File: src/rtl/fetch_pc_gen_if.sv
// Fetch PC generator control/status bundle: redirect requests in, fetch address and RAS status out.
interface fetch_pc_gen_if #(
    parameter int ADDR_W    = 8,
    parameter int RAS_DEPTH = 4
);
    localparam int CNT_W = $clog2(RAS_DEPTH + 1);

    logic              start;
    logic [ADDR_W-1:0] start_addr;
    logic              stall;
    logic              branch;
    logic              taken;
    logic [ADDR_W-1:0] target;
    logic              call;
    logic              ret;
    logic              halt;
    logic [ADDR_W-1:0] pc_o;
    logic              pc_valid_o;
    logic              halted_o;
    logic [CNT_W-1:0]  ras_count_o;
    logic              ras_err_o;

    modport master (
        output start, start_addr, stall, branch, taken, target, call, ret, halt,
        input  pc_o, pc_valid_o, halted_o, ras_count_o, ras_err_o
    );

    modport slave (
        input  start, start_addr, stall, branch, taken, target, call, ret, halt,
        output pc_o, pc_valid_o, halted_o, ras_count_o, ras_err_o
    );
endinterface

File: src/rtl/fetch_pc_gen.sv
// Fetch-stage program counter: IDLE/RUN/HALTED FSM, stall, branch/call/ret redirects
// and a circular return-address stack that overwrites its oldest entry when full.
module fetch_pc_gen #(
    parameter int ADDR_W    = 8,
    parameter int STEP      = 1,
    parameter int RAS_DEPTH = 4
) (
    input logic           f_clk,
    input logic           rst,
    fetch_pc_gen_if.slave bus
);
    localparam int PTR_W = $clog2(RAS_DEPTH);
    localparam int CNT_W = $clog2(RAS_DEPTH + 1);

    typedef enum logic [1:0] {S_IDLE, S_RUN, S_HALTED} state_t;

    state_t            r_state, w_nxt_state;
    logic [ADDR_W-1:0] r_pc, w_nxt_pc, w_seq_pc;
    logic [ADDR_W-1:0] r_ras [RAS_DEPTH];
    logic [PTR_W-1:0]  r_wp, w_wp_inc, w_wp_dec;
    logic [CNT_W-1:0]  r_cnt;
    logic              r_err, w_err, w_push, w_pop, w_clr;

    assign w_seq_pc = r_pc + ADDR_W'(STEP);
    // r_wp is the next push slot; top of stack sits one below it (modulo depth)
    assign w_wp_inc = (r_wp == PTR_W'(RAS_DEPTH - 1)) ? '0 : r_wp + PTR_W'(1);
    assign w_wp_dec = (r_wp == '0) ? PTR_W'(RAS_DEPTH - 1) : r_wp - PTR_W'(1);

    always_ff @(posedge f_clk) begin
        if (rst) r_state <= S_IDLE;
        else     r_state <= w_nxt_state;
    end

    always_comb begin
        w_nxt_state = r_state;
        w_nxt_pc    = r_pc;
        w_push      = 1'b0;
        w_pop       = 1'b0;
        w_err       = 1'b0;
        w_clr       = 1'b0;
        if (bus.start) begin
            w_nxt_state = S_RUN;
            w_nxt_pc    = bus.start_addr;
            w_clr       = 1'b1;
        end else if (r_state == S_RUN) begin
            if (bus.halt) begin
                w_nxt_state = S_HALTED;
            end else if (bus.stall) begin
                w_nxt_pc = r_pc;
            end else if (bus.call) begin
                w_push   = 1'b1;
                w_nxt_pc = bus.target;
            end else if (bus.ret) begin
                if (r_cnt != '0) begin
                    w_pop    = 1'b1;
                    w_nxt_pc = r_ras[w_wp_dec];
                end else begin
                    w_err    = 1'b1;
                    w_nxt_pc = w_seq_pc;
                end
            end else if (bus.branch && bus.taken) begin
                w_nxt_pc = bus.target;
            end else begin
                w_nxt_pc = w_seq_pc;
            end
        end
    end

    always_ff @(posedge f_clk) begin
        if (rst) begin
            r_pc  <= '0;
            r_wp  <= '0;
            r_cnt <= '0;
            r_err <= 1'b0;
        end else begin
            r_pc  <= w_nxt_pc;
            r_err <= w_err;
            if (w_clr) begin
                r_wp  <= '0;
                r_cnt <= '0;
            end else if (w_push) begin
                r_wp  <= w_wp_inc;
                r_cnt <= (r_cnt == CNT_W'(RAS_DEPTH)) ? r_cnt : r_cnt + CNT_W'(1);
            end else if (w_pop) begin
                r_wp  <= w_wp_dec;
                r_cnt <= r_cnt - CNT_W'(1);
            end
        end
    end

    // Stack storage carries no reset; contents are meaningless until pushed
    always_ff @(posedge f_clk) begin
        if (!rst && w_push) r_ras[r_wp] <= w_seq_pc;
    end

    assign bus.pc_o        = r_pc;
    assign bus.pc_valid_o  = (r_state == S_RUN);
    assign bus.halted_o    = (r_state == S_HALTED);
    assign bus.ras_count_o = r_cnt;
    assign bus.ras_err_o   = r_err;
endmodule

File: src/flat_wrapper.sv
// flat-port wrapper written by rule: the top's interface ports become plain ports
module fetch_pc_gen_flat 
#(
    parameter int ADDR_W    = 8,
    parameter int STEP      = 1,
    parameter int RAS_DEPTH = 4
)
  (f_clk, rst, bus_start, bus_start_addr, bus_stall, bus_branch, bus_taken, bus_target, bus_call, bus_ret, bus_halt, bus_pc_o, bus_pc_valid_o, bus_halted_o, bus_ras_count_o, bus_ras_err_o);
  fetch_pc_gen_if #(.ADDR_W(ADDR_W), .RAS_DEPTH(RAS_DEPTH)) bus_i ();
  input logic f_clk;
  input logic rst;
  input wire logic [$bits(bus_i.start)-1:0] bus_start;
  input wire logic [$bits(bus_i.start_addr)-1:0] bus_start_addr;
  input wire logic [$bits(bus_i.stall)-1:0] bus_stall;
  input wire logic [$bits(bus_i.branch)-1:0] bus_branch;
  input wire logic [$bits(bus_i.taken)-1:0] bus_taken;
  input wire logic [$bits(bus_i.target)-1:0] bus_target;
  input wire logic [$bits(bus_i.call)-1:0] bus_call;
  input wire logic [$bits(bus_i.ret)-1:0] bus_ret;
  input wire logic [$bits(bus_i.halt)-1:0] bus_halt;
  output wire logic [$bits(bus_i.pc_o)-1:0] bus_pc_o;
  output wire logic [$bits(bus_i.pc_valid_o)-1:0] bus_pc_valid_o;
  output wire logic [$bits(bus_i.halted_o)-1:0] bus_halted_o;
  output wire logic [$bits(bus_i.ras_count_o)-1:0] bus_ras_count_o;
  output wire logic [$bits(bus_i.ras_err_o)-1:0] bus_ras_err_o;
  assign bus_i.start = bus_start;
  assign bus_i.start_addr = bus_start_addr;
  assign bus_i.stall = bus_stall;
  assign bus_i.branch = bus_branch;
  assign bus_i.taken = bus_taken;
  assign bus_i.target = bus_target;
  assign bus_i.call = bus_call;
  assign bus_i.ret = bus_ret;
  assign bus_i.halt = bus_halt;
  assign bus_pc_o = bus_i.pc_o;
  assign bus_pc_valid_o = bus_i.pc_valid_o;
  assign bus_halted_o = bus_i.halted_o;
  assign bus_ras_count_o = bus_i.ras_count_o;
  assign bus_ras_err_o = bus_i.ras_err_o;
  fetch_pc_gen #(.ADDR_W(ADDR_W), .STEP(STEP), .RAS_DEPTH(RAS_DEPTH)) u_core (.f_clk(f_clk), .rst(rst), .bus(bus_i));
endmodule
File: config.mk
export PLATFORM = sky130hd
export DESIGN_NAME = fetch_pc_gen_flat
export DESIGN_NICKNAME = d
export VERILOG_FILES = /design/src/rtl/fetch_pc_gen_if.sv /design/src/rtl/fetch_pc_gen.sv /design/src/flat_wrapper.sv
export SDC_FILE = /design/constraint.sdc
export NUM_CORES = 1
export LEC_CHECK = 0
export CAP_MARGIN = 20
export CELL_PAD_IN_SITES_DETAIL_PLACEMENT = 0
export CELL_PAD_IN_SITES_GLOBAL_PLACEMENT = 2
export CORE_UTILIZATION = 38
export DETAILED_ROUTE_END_ITERATION = 8
export HOLD_SLACK_MARGIN = 0.06
export PLACE_DENSITY = 0.88
export SLEW_MARGIN = 5
export SYNTH_ARGS = -nofsm -noshare
export SYNTH_HDL_FRONTEND = slang
export SYNTH_SLANG_ARGS = --single-unit
File: constraint.sdc
create_clock -name f_clk -period 3.5 [get_ports f_clk]
set_input_delay 0.525 -clock f_clk [delete_from_list [all_inputs] [get_ports f_clk]]
set_output_delay 0.525 -clock f_clk [all_outputs]
set_load 0.05 [all_outputs]
Word-level counts from Yosys, hierarchy flattened
Memory sizes are Yosys's and may differ from the RTL's.
Cells that the tools add are included.
{ "totals": {"reg_bits": 16, "n_memories": 1, "out_inout_bits": 14, "ram_bits": 32} }
{ "classes": {"eq_ne": 7, "n_bitwise": 2, "addsub": 5, "reduce_logical": 15, "mux": 34} }
{ "mem_list": {"columns": ["memory", "words", "width", "read_ports", "rd_clocked_by_memory_dff", "wr", "line_no", "text"], "rows": [
  ["u_core.r_ras", 4, 8, 1, 0, 1, "fetch_pc_gen.sv:19", "logic [ADDR_W-1:0] r_ras [RAS_DEPTH];"]
]} }
{ "op_table": {"columns": ["operator", "n"], "rows": [
  ["$mux W8", 8],
  ["$mux W1", 19],
  ["$mux W3", 3],
  ["$add A8 B1 Y8 const B", 1],
  ["$mux W2", 4],
  ["$reduce_or A7 Y1", 1],
  ["$ne A2 B2 Y1 const B", 3],
  ["$reduce_and A2 Y1", 3],
  ["$reduce_bool A2 Y1", 3],
  ["$eq A2 B2 Y1 const B", 2],
  ["$reduce_or A2 Y1", 2],
  ["$add A3 B1 Y3 const B", 1],
  ["$eq A3 B3 Y1 const B", 1],
  ["$reduce_and A3 Y1", 1],
  ["$reduce_bool A3 Y1", 1],
  ["$sub A3 B1 Y3 const B", 1],
  ["$add A2 B1 Y2 const B", 1],
  ["$eq A2 B1 Y1 const B", 1],
  ["$logic_and A1 B1 Y1", 2],
  ["$logic_not A2 Y1", 1],
  ["$not A1 Y1", 2],
  ["$sub A2 B1 Y2 const B", 1],
  ["$logic_not A1 Y1", 1]
]} }

Longest topological paths before layout
Gate-level depths: netlist of run 1.
{ "depth": {"word_depth": 10, "depth_mapped": 8} }

Worst setup path after synthesis of run 1
No wires, ideal clock.
{ "synth_path": {"path_type": "reg2reg", "from": "register u_core.r_wp[0]", "to": "register u_core.r_pc[7], in the netlist u_core.bus.pc_o[7]", "setup_time_ns": 0.139, "t_arrival_ns": 1.912, "setup_slack_ns": 1.449, "stages_incl_launch_ff": 8, "cell_sequence": "dfxtp_1 -> inv_1 -> ha_1 -> nor2b_4 -> buf_6 -> mux4_2 -> a2111oi_2 -> a311oi_1"} }
{ "synth_between": {"elab_chain_len": 10, "word_cells_on_any_way": 11, "classes_between": "add/sub: 1; mux: 8; reduce/logical: 1; memory: 1"} }
{ "synth_lines": {"columns": ["item", "line_no", "text"], "rows": [
  ["start: declaration", "fetch_pc_gen.sv:20", "logic [PTR_W-1:0] r_wp, w_wp_inc, w_wp_dec;"],
  ["start signal: assignment", "fetch_pc_gen.sv:82", "r_wp <= w_wp_inc;"],
  ["start signal: assignment", "fetch_pc_gen.sv:85", "r_wp <= w_wp_dec;"],
  ["$sub A2 B1 Y2 / $logic_not A2 Y1 (equally long branches)", "fetch_pc_gen.sv:27", "assign w_wp_dec = (r_wp == '0) ? PTR_W'(RAS_DEPTH - 1) : r_wp - PTR_W'(1);"],
  ["$mux W2 *", "fetch_pc_gen.sv:27", null],
  ["$mem_v2 Z4 W8 *", null, null],
  ["$mux W8 *", "fetch_pc_gen.sv:54", "if (r_cnt != '0) begin"],
  ["$mux W8 *", "fetch_pc_gen.sv:53", "end else if (bus.ret) begin"],
  ["$mux W8 *", "fetch_pc_gen.sv:50", "end else if (bus.call) begin"],
  ["$mux W8 *", "fetch_pc_gen.sv:48", "end else if (bus.stall) begin"],
  ["$mux W8 *", "fetch_pc_gen.sv:46", "if (bus.halt) begin"],
  ["$mux W8 *", "fetch_pc_gen.sv:45", "end else if (r_state == S_RUN) begin"],
  ["$mux W8 *", "fetch_pc_gen.sv:41", "if (bus.start) begin"],
  ["end signal: assignment", "fetch_pc_gen.sv:76", "r_pc <= w_nxt_pc;"],
  ["end: declaration", "fetch_pc_gen.sv:18", "logic [ADDR_W-1:0] r_pc, w_nxt_pc, w_seq_pc;"]
]} }
Mark *: on every way between the ends. The rest lies on a longest branch, timed or not. The select of a mux whose other input is x is not followed.
A chain may end at the register's enable or synchronous reset.

Final worst setup path of run 1
{ "layout_path": {"from": "input bus_start", "to": "register u_core.r_cnt[2], in the netlist u_core.bus.ras_count_o[2]"} }
{ "layout_between": {"elab_chain_len": 3, "word_cells_on_any_way": 8, "classes_between": "eq/ne: 1; mux: 4; reduce/logical: 3"} }
{ "layout_lines": {"columns": ["item", "line_no", "text"], "rows": [
  ["start: declaration", "flat_wrapper.sv:12", "input wire logic [$bits(bus_i.start)-1:0] bus_start;"],
  ["$mux W1", "fetch_pc_gen.sv:41", null],
  ["$ne A2 B2 Y1 (no line) / $reduce_bool A2 Y1 (equally long branches)", null, null],
  ["$reduce_and A2 Y1 (no line)", null, null],
  ["end signal: assignment", "fetch_pc_gen.sv:83", "r_cnt <= (r_cnt == CNT_W'(RAS_DEPTH)) ? r_cnt : r_cnt + CNT_W'(1);"],
  ["end signal: assignment", "fetch_pc_gen.sv:86", "r_cnt <= r_cnt - CNT_W'(1);"],
  ["end: declaration", "fetch_pc_gen.sv:21", "logic [CNT_W-1:0] r_cnt;"]
]} }
Parallel ways exist; a longest one is shown, timed or not.

==> results.json, run 1 <==
{
  "synth_top_cell_by_area": "edfxtp_1",
  "timing_worst_slew_pin_value_ns": 0.727,
  "post-cts-setup-buffers": 0,
  "setup_ws_ns": 1.15,
  "cpLargestDelayFamily": "buffers and inverters",
  "setup_violations": 0,
  "synth_top_family_by_area": "compound AO/OA/AOI/OAI gates",
  "yosys.area.top_type_share_pct": 37.9,
  "final_core_util_pct": 48.1,
  "worstSetupPathType": "in2reg",
  "ant_nets": 0,
  "hold_violations": 0,
  "most_area_consuming_cells_after_synthesis": "edfxtp_1 38%, dfxtp_1 13%, mux4_2 4.4%",
  "avgViaCountPerCell": 5.63,
  "cts.clk_slew.worst_paths_ns": 0.09,
  "cts_inserted_buffers": 5,
  "grt_max_degree": 21,
  "whs_ns": 0.575,
  "port-buffer-count": 38,
  "clock_latency_of_the_later_clocked_register_in_the_worst_skew_pair_ns": 0.30,
  "worst_ep_arrival_time_ns": 2.59,
  "crit_path_max_fanout": 20,
  "regToRegSetupSlack_ns": 1.19,
  "synth_xor_xnor_area_share_pct": 3.45,
  "power.static_leakage_nw": 1.03,
  "wirelength_microns": 5690,
  "cts-root-to-sink-buffers": 2,
  "type_of_origin_of_the_critical_path": "primary input",
  "post_syn_nets": 248,
  "cp_peak_stage_delay_ns": 0.45,
  "synth_enable_flop_cells": 32,
  "initial_utilization_pct": 39.7,
  "synth.avg_cell_area_sq_um": 11.7,
  "gp_congestion": 0.737,
  "maxSlewHeadroom_pct": 51.1,
  "drive_above_1_share_pct": 10.2,
  "synth.mux.area_fraction_pct": 8.43,
  "diodes": 0,
  "slew_viol_final": 0,
  "synth_area_in_simple_gates_pct": 14.6,
  "rsz_0062_raised_after_global_routing": "no",
  "dieHeight_microns": 83.7,
  "num_io_pins": 39,
  "syn-instance-count": 217,
  "grt_first_pass_wirelength_microns": 9310,
  "syn_to_final_growth_pct": 21.2,
  "final_period_minus_worst_setup_slack_ns": 2.35,
  "count_of_hold_fix_buffers_inserted_at_cts": 0,
  "synth_ff_type": "edfxtp_1",
  "globalRoute.totalOverflow": 0,
  "critPathRequiredTime_ns": 3.73,
  "first_pass_iters": 4,
  "cts.root.buffer_cell": "clkbuf_8",
  "pwr_density_cell_nw_per_um2": 384,
  "synth-seq-area-share_pct": 50.5,
  "reg2reg_from": "u_core.r_wp[0]$_SDFFE_PP0P_",
  "detailedPlace.worstSlack_ns": 0.846,
  "cts.sinks": 48,
  "die_width_microns": 83.7,
  "netlist_area_sq_um": 2540,
  "p_total_mw": 1.18,
  "multiInputGateArea_sq_um": 1140,
  "grt_util_all_layers_pct": 16.9,
  "antenna_found_initial": 0,
  "critPathBufInv": 3,
  "design.core.area_sq_um": 6390,
  "cts-resized-gates": 0,
  "layout.nets": 284,
  "h_tree_lvls": 2,
  "regArea_sq_um": 1280,
  "nFillCells": 581,
  "worst_clock_skew_ns": 0.0116,
  "post-route-period-util_pct": 67.3,
  "vias_in_the_first_global_route": 1778,
  "avgRoutedWirePerCell_microns": 17.2,
  "timing.critical_path.to_type": "flip-flop",
  "vdd.ir_drop.worst_v": 0.000183,
  "compound_gate_fraction_of_synth_area_pct": 15.2,
  "outcome": "complete, no violations",
  "critPathLaunch": "bus_start",
  "num_vias": 1862,
  "tritoncts": "done",
  "dpl.hpwl_microns": 4310,
  "ys_async_sr_fraction_pct": 0,
  "yosys_register_bits": 48,
  "rows": 29,
  "detail_route.iter0.violations": 120,
  "design.die.area_sq_um": 7010,
  "yosysWarnings": 0,
  "worst_path_max_delay_cell": "clkdlybuf4s50_1",
  "cp_cell_sequence": "clkdlybuf4s50_1 > buf_4 > nor2_1 > nand3_1 > inv_1 > fa_1 > xor2_1 > or3_1 > a21oi_1",
  "synth_fa_ha_area_share_pct": 3.25,
  "post_synth_num_cell_types": 53,
  "drc_errors": 0,
  "drv.max_cap_violation_count": 0,
  "worstHoldPathType": "reg2reg",
  "hp_start": "u_core.r_wp[1]$_SDFFE_PP0P_",
  "highest_clock_frequency_the_design_can_meet_mhz": 425,
  "setup_total_negative_slack_ns": 0
}
[metal layers]
metal  global-route usage [%]  vias to the layer above  part of all wire [%]  wire, microns
met5                        0                        -                     0              0
met4                     5.08                        0                   1.6             92
met3                     3.07                        6                   3.4            194
met2                     27.1                       38                    47           2700
met1                     23.4                      923                    47           2700
li1                         -                      895                     -              -
[layout make-up]
cell class / count / share of cell area [%]
sequential: 48 / 41.7
multi-input combinational: 145 / 37.1
timing repair buffer: 40 / 12.9
tap: 77 / 3.13
clock buffer: 5 / 2.24
inverter: 13 / 1.59
clock inverter: 3 / 1.38
[flip-flops by register name (all words and copies together) (netlist names)]
register                count
u_core.bus.pc_o             8
u_core.bus.ras_count_o      3
u_core.bus.ras_err_o        1
u_core.r_ras               32
u_core.r_state              2
u_core.r_wp                 2
[synthesized netlist by cell type, drive strengths merged, types with 3 or more instances]
| cell type | n |
|---|---|
| nor2b | 4 |
| edfxtp | 32 |
| nor2 | 19 |
| dfxtp | 16 |
| nor3b | 6 |
| o21ai | 5 |
| xnor2 | 6 |
| nand2 | 6 |
| and2 | 6 |
| a21oi | 18 |
| ha | 5 |
| nand3 | 6 |
| clkbuf | 5 |
| xor2 | 4 |
| a31oi | 3 |
| o211ai | 5 |
| inv | 13 |
| buf | 6 |
| mux4 | 8 |
| o22ai | 4 |
| and3 | 4 |
| or3 | 3 |
| a221o | 3 |
| nand2b | 3 |
[kinds of logic (layout without fill, tap and decap cells)]
kind of cell / count (synthesis) / in the layout
muxes: 10 / 10
adders and majority gates: 6 / 6
and+or+nand+nor: 64 / 64
xor gates and xnor gates: 10 / 10
DFF: 48 / 48
AOI/OAI and AO/OA: 55 / 55
buffers and inverters: 24 / 61
[through the flow]
| step | instances | cell area (sq um) |
|---|---|---|
| 4_1_cts | 331 | 3070 |
| 6_report | 331 | 3070 |
| 3_5_place_dp | 323 | 2960 |
| 5_1_grt | 331 | 3070 |
| 2_1_floorplan | 217 | 2540 |
| 3_3_place_gp | 323 | 2960 |
[layout by cell type (no fill, tap or decap), types with 6 or more instances in the layout]
master / count
edfxtp_1: 32
clkdlybuf4s50_1: 38
nand2_1: 6
xnor2_1: 6
a21oi_1: 18
dfxtp_1: 16
nand3_1: 6
nor2_1: 18
inv_1: 13
[worst register-to-register path, cell delays in order, from the launching register on]
cell,delay [ns]
dfxtp_1,0.44
inv_1,0.09
ha_1,0.26
nor2b_4,0.30
mux4_2,0.54
mux2_2,0.28
a31oi_1,0.20
nor3_1,0.07
[power by group]
part	internal, mW	switching (mW)	total (mW)
registers	0.613	0.0116	0.625
clock network	0.212	0.189	0.400
logic	0.0672	0.0876	0.155
[worst paths after layout]
check	to	cells after the start
worst max-delay path	u_core.bus.ras_count_o[2]$_SDFFE_PP0P_	9
worst min-delay path	u_core.r_wp[1]$_SDFFE_PP0P_	2
worst max register to register	u_core.bus.pc_o[1]$_SDFFE_PP0P_	7
worst min register to register	u_core.r_wp[1]$_SDFFE_PP0P_	2
(Power assumes the default switching activity.)
==> run 2: changes to the inputs <==
--- a/config.mk
+++ b/config.mk
@@ -8,10 +8,10 @@
 export CAP_MARGIN = 20
 export CELL_PAD_IN_SITES_DETAIL_PLACEMENT = 0
 export CELL_PAD_IN_SITES_GLOBAL_PLACEMENT = 2
-export CORE_UTILIZATION = 38
+export CORE_UTILIZATION = 32
 export DETAILED_ROUTE_END_ITERATION = 8
 export HOLD_SLACK_MARGIN = 0.06
-export PLACE_DENSITY = 0.88
+export PLACE_DENSITY = 0.79
 export SLEW_MARGIN = 5
 export SYNTH_ARGS = -nofsm -noshare
 export SYNTH_HDL_FRONTEND = slang
==> constraint.sdc (replaced) <==
create_clock -name f_clk -period 2.1 [get_ports f_clk]
set_input_delay 0.315 -clock f_clk [delete_from_list [all_inputs] [get_ports f_clk]]
set_output_delay 0.315 -clock f_clk [all_outputs]
set_load 0.05 [all_outputs]
==> run 2 against run 1 <==
- power grew 72%
- worst setup slack lost 1.0 ns
- sequential power grew 66%
- critical endpoint is now u_core.bus.pc_o[5]$_SDFFE_PP0P_
==> results.json, run 2 (synthesis gave the netlist of run 1 again) <==
{
  "final_period_minus_worst_setup_slack_ns": 2.00,
  "timing_worst_slew_pin_value_ns": 0.629,
  "clock_latency_of_the_later_clocked_register_in_the_worst_skew_pair_ns": 0.31,
  "sequential_share_of_power_pct": 51.4,
  "rsz_0062_raised_after_global_routing": "no",
  "vdd.ir_drop.worst_v": 0.000245,
  "setup_ws_ns": 0.104,
  "avgRoutedWirePerCell_microns": 16.7,
  "post-route-period-util_pct": 95.1,
  "net-switching-power_mw": 0.512,
  "largest_register": "u_core.r_ras",
  "hp_start": "u_core.r_wp[0]$_SDFFE_PP0P_",
  "design.die.area_sq_um": 8290,
  "grt_max_degree": 20,
  "crit_path_max_fanout": 2,
  "drv.max_cap_violation_count": 0,
  "detail_route.iter0.violations": 113,
  "worst_ep_arrival_time_ns": 2.21,
  "antenna_found_initial": 0,
  "p_total_mw": 2.03,
  "critPathRequiredTime_ns": 2.31,
  "worst_clock_skew_ns": 0.0125,
  "highest_clock_frequency_the_design_can_meet_mhz": 501,
  "r2r_end": "u_core.bus.pc_o[5]$_SDFFE_PP0P_",
  "globalRoute.totalOverflow": 0,
  "number_of_flip_flops_in_the_largest_register": 32,
  "hold-path-cell-count": 2,
  "cts.sinks": 48,
  "dpl.hpwl_microns": 5010,
  "die_width_microns": 91.0,
  "syn_to_final_growth_pct": 34.6,
  "power_switching_share_pct": 25.3,
  "slew_viol_final": 0,
  "avgViaCountPerCell": 4.98,
  "cts.root.buffer_cell": "clkbuf_8",
  "clkPwrFrac_pct": 34.4,
  "initial_utilization_pct": 33.0,
  "port-buffer-count": 38,
  "drc_errors": 0,
  "dieHeight_microns": 91.0,
  "critPathLaunch": "u_core.r_wp[0]$_SDFFE_PP0P_",
  "vias_in_the_first_global_route": 1993,
  "rows": 32,
  "diodes": 0,
  "setup_violations": 0,
  "grt_first_pass_wirelength_microns": 10100,
  "type_of_origin_of_the_critical_path": "flip-flop",
  "comb_power_share_pct": 14.2,
  "num_io_pins": 39,
  "hold_violations": 0,
  "internal-power_mw": 1.52,
  "dpl.cell_count": 382,
  "reg2reg_from": "u_core.r_wp[0]$_SDFFE_PP0P_",
  "count_of_hold_fix_buffers_inserted_at_cts": 0,
  "num_vias": 1947,
  "cts.clk_slew.worst_paths_ns": 0.09,
  "final_cell_mix": "35 x clkdlybuf4s50_1, 35 x buf_4, 32 x edfxtp_1",
  "outcome": "complete, no violations",
  "layout.nets": 319,
  "worst_r2r_path_depth": 8,
  "first_pass_iters": 4,
  "wirelength_microns": 6510,
  "worstHoldPathType": "reg2reg",
  "worstSetupPathType": "reg2reg",
  "cts-root-to-sink-buffers": 2,
  "gp_congestion": 0.797,
  "tritoncts": "done",
  "cts_inserted_buffers": 5,
  "post_layout_nonfiller_instances": 391,
  "design.core.area_sq_um": 7690,
  "maxSlewHeadroom_pct": 57.8,
  "power.static_leakage_nw": 1.26,
  "holdPathEnd": "u_core.r_wp[0]$_SDFFE_PP0P_",
  "regToRegSetupSlack_ns": 0.10,
  "drive_above_1_share_pct": 22.5,
  "ant_nets": 0,
  "setup_total_negative_slack_ns": 0,
  "timing.critical_path.to_type": "flip-flop",
  "pwr_density_cell_nw_per_um2": 594,
  "h_tree_lvls": 2,
  "detailedPlace.worstSlack_ns": -0.0166,
  "grt_util_all_layers_pct": 16.2
}
## run 2: cell count changes in the layout (fill, tap and decap cells not counted), sizes merged
| cell | previous run | this run |
|---|---|---|
| inv | 13 | 14 |
| buf | 2 | 37 |
| dlymetal6s2s | 0 | 3 |
| clkinvlp | 0 | 1 |
| clkdlybuf4s50 | 38 | 35 |
| clkinv | 2 | 0 |
## run 2: worst max path at each step
stage                                             end  cells after the start
4_1_cts                                  bus_halted_o                      2
3_5_place_dp   u_core.bus.ras_count_o[2]$_SDFFE_PP0P_                      8
5_1_grt               u_core.bus.pc_o[4]$_SDFFE_PP0P_                      8
2_1_floorplan         u_core.bus.pc_o[7]$_SDFFE_PP0P_                      7
3_3_place_gp             u_core.r_ras[1][3]$_DFFE_PP_                      7
6_report              u_core.bus.pc_o[5]$_SDFFE_PP0P_                      8
## run 2: cell type report
type	count	area, sq um
timing repair buffer	75	691
sequential	48	1280
clock inverter	3	46.3
multi-input combinational	145	1150
clock buffer	5	68.8
fill	725	4270
inverter	13	48.8
tap	102	128
## run 2: power by group through the flow
stage          clock network (mW)  registers, mW  logic [mW]
2_1_floorplan                   0           1.09       0.118
3_3_place_gp                    0           1.06       0.286
3_5_place_dp                    0           1.06       0.286
4_1_cts                     0.716           1.04       0.289
5_1_grt                     0.749           1.04       0.311
6_report                    0.697           1.04       0.289
## run 2: metal layers
layer | track usage (%) | wire length [microns] | up-vias
li1 | - | - | 967
met1 | 19.8 | 2910 | 932
met2 | 28.7 | 3230 | 42
met3 | 3.18 | 285 | 6
met4 | 5.16 | 89 | 0
met5 | 0 | 0 | -
## run 2: stage by stage
stage,util (%),hold slack (ns),area [sq um]
global placement,42.6,0.552,3270
detailed placement,42.6,0.563,3270
floorplan,-,0.460,2540
CTS,44.1,0.580,3390
global route,44.4,0.593,3410
finish,44.4,0.569,3410
## run 2: what timing repair did
item | 4_1_cts | 5_1_grt
gates resized for setup | 1 | 6
setup endpoints to repair | 1 | 10
buffers inserted | 0 | 1
gates cloned | 0 | 0
pin swaps | 0 | 1
## run 2: worst max-delay path, cell delays in order, from the launching register on
cell and delay (ns):
dfxtp_2 0.33, inv_1 0.06, ha_2 0.20, nor2b_4 0.14
buf_4 0.13, mux4_2 0.52, nor2_2 0.13, a2111oi_2 0.06
a221o_1 0.34
